==> config.mk <==
export PLATFORM = sky130hd
export DESIGN_NAME = random_range_gen
export DESIGN_NICKNAME = d
export VERILOG_FILES = /design/src/rtl/random_range_gen.sv
export SDC_FILE = /design/constraint.sdc
export NUM_CORES = 1
export LEC_CHECK = 0
export BUFFER_PORTS_ARGS = -buffer_cell sky130_fd_sc_hd__buf_4
export CAP_MARGIN = 20
export CELL_PAD_IN_SITES_DETAIL_PLACEMENT = 1
export CELL_PAD_IN_SITES_GLOBAL_PLACEMENT = 2
export CORE_ASPECT_RATIO = 0.5
export CORE_MARGIN = 4
export CORE_UTILIZATION = 34
export DETAILED_ROUTE_END_ITERATION = 10
export MAX_ROUTING_LAYER = met4
export PLACE_DENSITY_LB_ADDON = 0.1
export SYNTH_ARGS = -nofsm -noshare
export SYNTH_HDL_FRONTEND = slang
export SYNTH_SLANG_ARGS = --single-unit
export TNS_END_PERCENT = 1
==> constraint.sdc <==
create_clock -name clk -period 4.3 [get_ports clk]
set_clock_uncertainty 0.1 [all_clocks]
set_input_delay 0.215 -clock clk [delete_from_list [all_inputs] [get_ports clk]]
set_output_delay 0.215 -clock clk [all_outputs]
set_load 0.02 [all_outputs]
==> src/rtl/random_range_gen.sv <==
// Range-limited value generator: sequential counter or Galois LFSR with rejection sampling,
// plus a single-entry draw/ack capture register with a sticky overrun flag.
module random_range_gen #(
  parameter int unsigned        OUT_W   = 4,
  parameter int unsigned        LFSR_W  = 16,
  parameter logic [LFSR_W-1:0]  TAPS    = 16'hB400,
  parameter logic [LFSR_W-1:0]  SEED    = 16'hACE1,
  parameter int unsigned        MIN_VAL = 1,
  parameter int unsigned        MAX_VAL = 9
) (
  input  logic              clk,
  input  logic              reset,
  input  logic              mode,
  input  logic              run,
  input  logic              seed_load,
  input  logic [LFSR_W-1:0] seed_in,
  input  logic              draw,
  input  logic              ack,
  output logic [OUT_W-1:0]  ran_no,
  output logic [OUT_W-1:0]  sample,
  output logic              sample_valid,
  output logic              overrun
);

  if (SEED == '0) begin : g_bad_seed
    $error("random_range_gen: SEED must be nonzero");
  end
  if (MIN_VAL > MAX_VAL) begin : g_bad_range
    $error("random_range_gen: MIN_VAL exceeds MAX_VAL");
  end
  if (longint'(MAX_VAL) >= (longint'(1) << OUT_W)) begin : g_bad_max
    $error("random_range_gen: MAX_VAL does not fit in OUT_W bits");
  end
  if (OUT_W > LFSR_W) begin : g_bad_width
    $error("random_range_gen: OUT_W wider than LFSR_W");
  end

  localparam logic [OUT_W-1:0] MinV = OUT_W'(MIN_VAL);
  localparam logic [OUT_W-1:0] MaxV = OUT_W'(MAX_VAL);

  logic [LFSR_W-1:0] lfsr_q, lfsr_d, lfsr_step;
  logic [OUT_W-1:0]  ran_no_q, ran_no_d, cand;
  logic [OUT_W-1:0]  sample_q, sample_d;
  logic              sample_valid_q, sample_valid_d;
  logic              overrun_q, overrun_d;
  logic              capture;

  assign lfsr_step = (lfsr_q >> 1) ^ (lfsr_q[0] ? TAPS : '0);
  assign cand      = lfsr_step[OUT_W-1:0];

  always_comb begin
    lfsr_d   = lfsr_q;
    ran_no_d = ran_no_q;
    if (lfsr_q == '0) begin
      lfsr_d = SEED;
    end else if (seed_load) begin
      lfsr_d = (seed_in == '0) ? SEED : seed_in;
    end else if (run && mode) begin
      lfsr_d = lfsr_step;
    end
    // seed_load freezes ran_no for that cycle in either mode.
    if (run && !seed_load) begin
      if (!mode) begin
        if (ran_no_q >= MaxV || ran_no_q < MinV) begin
          ran_no_d = MinV;
        end else begin
          ran_no_d = ran_no_q + 1'b1;
        end
      end else if (lfsr_q != '0 && cand >= MinV && cand <= MaxV) begin
        ran_no_d = cand;
      end
    end
  end

  // A draw is accepted when the slot is empty or is being freed by ack on the same edge.
  assign capture = draw && (!sample_valid_q || ack);

  always_comb begin
    sample_d       = sample_q;
    sample_valid_d = sample_valid_q;
    overrun_d      = overrun_q | (draw && sample_valid_q && !ack);
    if (capture) begin
      sample_d       = ran_no_q;
      sample_valid_d = 1'b1;
    end else if (ack) begin
      sample_valid_d = 1'b0;
    end
  end

  always_ff @(posedge clk or posedge reset) begin
    if (reset) begin
      lfsr_q         <= SEED;
      ran_no_q       <= MinV;
      sample_q       <= '0;
      sample_valid_q <= 1'b0;
      overrun_q      <= 1'b0;
    end else begin
      lfsr_q         <= lfsr_d;
      ran_no_q       <= ran_no_d;
      sample_q       <= sample_d;
      sample_valid_q <= sample_valid_d;
      overrun_q      <= overrun_d;
    end
  end

  assign ran_no       = ran_no_q;
  assign sample       = sample_q;
  assign sample_valid = sample_valid_q;
  assign overrun      = overrun_q;

endmodule

# Word level (Yosys, flattened, before mapping)
# Cells that the tools add are included.
[classes] addsub=1 magnitude_cmp=4 eq_ne=1 mux=10 bitwise_logic=2 n_reduce_logical=18
[op_table] op="$mux W16" count=5
[op_table] op="$logic_not A16 Y1" count=2
[op_table] op="$reduce_bool A16 Y1" count=1
[op_table] op="$xor A15 B16 Y16" count=1
[op_table] op="$mux W4" count=3
[op_table] op="$logic_and A1 B1 Y1" count=7
[op_table] op="$add A4 B1 Y4 const B" count=1
[op_table] op="$ge A4 B1 Y1 const B" count=1
[op_table] op="$ge A4 B4 Y1 const B" count=1
[op_table] op="$le A4 B4 Y1 const B" count=1
[op_table] op="$lt A4 B1 Y1 const B" count=1
[op_table] op="$logic_not A1 Y1" count=3
[op_table] op="$reduce_bool A3 Y1" count=1
[op_table] op="$logic_or A1 B1 Y1" count=2
[op_table] op="$mux W1" count=2
[op_table] op="$ne A2 B1 Y1 const B" count=1
[op_table] op="$reduce_and A2 Y1" count=1
[op_table] op="$reduce_bool A2 Y1" count=1
[op_table] op="$or A1 B1 Y1" count=1
[totals] ff_bits=26 in_bits=23 wordCells=41

# Logic depth before layout (Yosys ltp)
[depth] ltp_word=7 depth_mapped=6 depth_no_buf=6

# Worst setup path before layout
# No wires, ideal clock.
[synth_timing] path_type="register -> register" start="register ran_no_q[0], in the netlist ran_no[0]" end="register ran_no_q[2], in the netlist ran_no[2]" setup_time_ns=0.082 t_arrival_ns=1.639 required_time_ns=4.118 setup_slack_ns=2.479 stages_incl_launch_ff=7 path_buffers=0 synth_period_minus_slack_ns=1.821 path_cell_list="dfstp_2 > inv_1 > ha_1 > nor2b_1 > o21ai_0 > a32oi_1 > o22ai_1"
[synth_between] elab_chain_cells=4 word_cells_on_any_way=6
[synth_lines] element="start: declaration" line_no="42" text="logic [OUT_W-1:0] ran_no_q, ran_no_d, cand;"
[synth_lines] element="start signal: assignment" line_no="93" text="ran_no_q <= MinV;"
[synth_lines] element="start signal: assignment" line_no="99" text="ran_no_q <= ran_no_d;"
[synth_lines] element="$ge A4 B4 Y1 / $lt A4 B1 Y1 (equally long branches)" line_no="64" text="if (ran_no_q >= MaxV || ran_no_q < MinV) begin"
[synth_lines] element="$logic_or A1 B1 Y1" line_no="64"
[synth_lines] element="$mux W4 (*)" line_no="64"
[synth_lines] element="$mux W4 (*)" line_no="63" text="if (!mode) begin"
# Every way passes the cells marked *; elsewhere a longest branch is shown, timed or not.
# A chain may end at the register's enable or synchronous reset.

# Worst setup path in the final report
# Ends and elaborated chain as after synthesis.

==> impl_metrics.ini <==
[setup_path]
reg2reg_depth = 6
slowest_stage = dfstp_2
cp_cell_sequence = inv_1 -> ha_1 -> nor2b_1 -> o21ai_0 -> a32oi_1 -> o22ai_1
path_buf_inv = 1
crit_type = reg -> reg
cp.depth = 6
r2r_start = ran_no[0]
crit_path_max_fanout = 7
crit_path_end_kind = flip-flop
critPathTopFamily = compound AO/OA/AOI/OAI gates
slowest_delay_ps = 620
start_kind = flip-flop
required_ps = 4410
crit_start = ran_no[0]
crit_arrival_ps = 2100

[detailed_routing]
viasPerCell = 5.40
final_antenna_net_count = 0
wirelength_um = 4040
wire_per_inst_um = 16.4
first_pass_iters = 4
drt_iter0_drc = 76
vias = 1328
drc_errors = 0

[synth]
synth_compound_area_share_pct = 22.3
synth_top_family_by_area = simple AND/OR/NAND/NOR gates
synth-seq-cells = 26
synth-simple-area-share_pct = 23.7
synthDistinctLibCells = 38
ys_seq_area_share_pct = 44.9
postSynthCellCount = 162
ys_async_sr_fraction_pct = 100
ys.flop_type = dfrtp_1
avgSynthCellArea_sq_um = 9.09
synth_edf_count = 0
synth.area.mux_share_pct = 0
synth_xor_area_share_pct = 1.78
syn_nets = 188
syn-cell-area_sq_um = 1470
synth_warnings = 0
synthAdderAreaFrac_pct = 2.55

[timing]
slew_viol_final = 0
period_share_pct = 46.2
rsz0062_at_grt = no
relSlewSlack_pct = 56.4
tns_ps = 0
setup_viol = 0
period_needed_ps = 1990
tightest_slew_ps = 650
max_freq_mhz = 504
hold_viol_final = 0

[hold_path]
holdCritPathClass = in -> reg
hold_path.startpoint = draw
min_delay_path_depth = 3

[final_layout]
area_growth_pct = 26.1
layout_common_cells = buf_4 (32), nand2_1 (23), dfrtp_1 (17)
final_common_cell = buf_4
multi_input_area_sq_um = 741
nFillCells = 487
regArea_sq_um = 662
drive_gt1_share_pct = 25.5
final_cell_area_sq_um = 1860
antenna_cells = 0
final_nets = 219

[clock_network]
hold_buffers = 0
cts-root-buf = clkbuf_8
path_clk_slew_ps = 100
clockBufferDepth = 2
cts_resized = 0
ctsHtreeMaxLevel = 1
cts.sinks = 26
cts_buffers = 3
clk_latency_ps = 280
post_cts_buffers = 0
cts_tree = yes

[job]
cap_violations = 0

[grt]
grt.overflow.total = 0
grt_max_degree = 27
grt_pass1_wl_um = 6700
groute.usage.overall_pct = 16.3
antenna_found_initial = 0
grt_pass1_vias = 1336

[run_status]
run_status = completed

[placement]
gp_congestion = 0.767
place_area_sq_um = 1750
place_hpwl_um = 2850
portBuffers = 32

[power]
p_per_area_nw_per_um2 = 401
vdd_drop_max_uv = 177
p_leak_uw = 0.000822

[floorplan]
core_area_sq_um = 4040
fp.dieH_um = 54.5
die_area_sq_um = 5510
initial_core_util_pct = 36.4
die_w_um = 101
rows = 16
ioPinCount = 33
tightest hold or removal path: cells and delay by family:
kind,cells,cell delay [ps]
buffers and inverters,2,120
AND/OR/NAND/NOR,1,50
stage by stage:
stage	worst slack [ps]	hold slack [ps]	utilization, %	power, uW	std cells
2_1_floorplan	2480	148	-	450	162
3_3_place_gp	2400	321	43.2	534	240
3_5_place_dp	2340	328	43.2	537	240
4_1_cts	2320	28.4	45.0	750	244
5_1_grt	2130	38.7	45.9	791	246
6_report	2310	29.3	45.9	745	246
cell usage after synthesis (all sizes together), types with 5 or more instances:
master / n / area [sq um]
dfrtp: 17 / 425
o21ai: 13 / 65.1
clkbuf: 6 / 22.5
a311oi: 8 / 70.1
nand2: 23 / 86.3
a21oi: 5 / 25.0
inv: 9 / 33.8
nor4: 6 / 37.5
and3: 6 / 37.5
a211o: 6 / 52.6
nand3: 9 / 45.0
nor2: 10 / 45.0
dfstp: 9 / 236
sequential cells by signal (all words and copies together) (netlist names):
register and count:
lfsr_q 16, overrun 1, ran_no 4, sample 4, sample_valid 1
layer usage:
metal	routed length [um]	GRT usage, %	up-vias	share of wire [%]
met5	0	-	-	0
met4	15	2.65	0	0.37
met3	212	4.45	2	5.2
met2	1840	26.6	22	45
met1	1980	20.8	647	49
li1	-	-	657	-
power by group:
part | switching [uW] | total, uW | internal (uW)
logic | 112 | 203 | 91.1
registers | 40.0 | 330 | 290
clock network | 86.3 | 211 | 125
final cells by class:
| cell class | count | share of cell area (%) |
|---|---|---|
| Clock buffer | 3 | 2.22 |
| Multi-Input combinational cell | 118 | 39.9 |
| Sequential cell | 26 | 35.6 |
| Tap cell | 54 | 3.64 |
| Clock inverter | 1 | 1.62 |
| Timing Repair Buffer | 34 | 15.0 |
| Inverter | 10 | 2.02 |
path summary, 6_finish.rpt:
path / end / slack (ps)
hold / removal: sample_valid / 30
setup / recovery: ran_no[2] / 2310
hold reg to reg: sample[3] / 390
setup reg to reg: ran_no[2] / 2310
min in group asynchronous: ran_no[1] / 310
max in group asynchronous: lfsr_q[7] / 3300
kinds of logic after synthesis:
logic type	after synthesis
compound gates	45
xor+xnor	3
fa+ha+maj	3
buf+inv	18
flops	26
simple gates	67
Note: power is estimated with default switching activity, not from simulation.
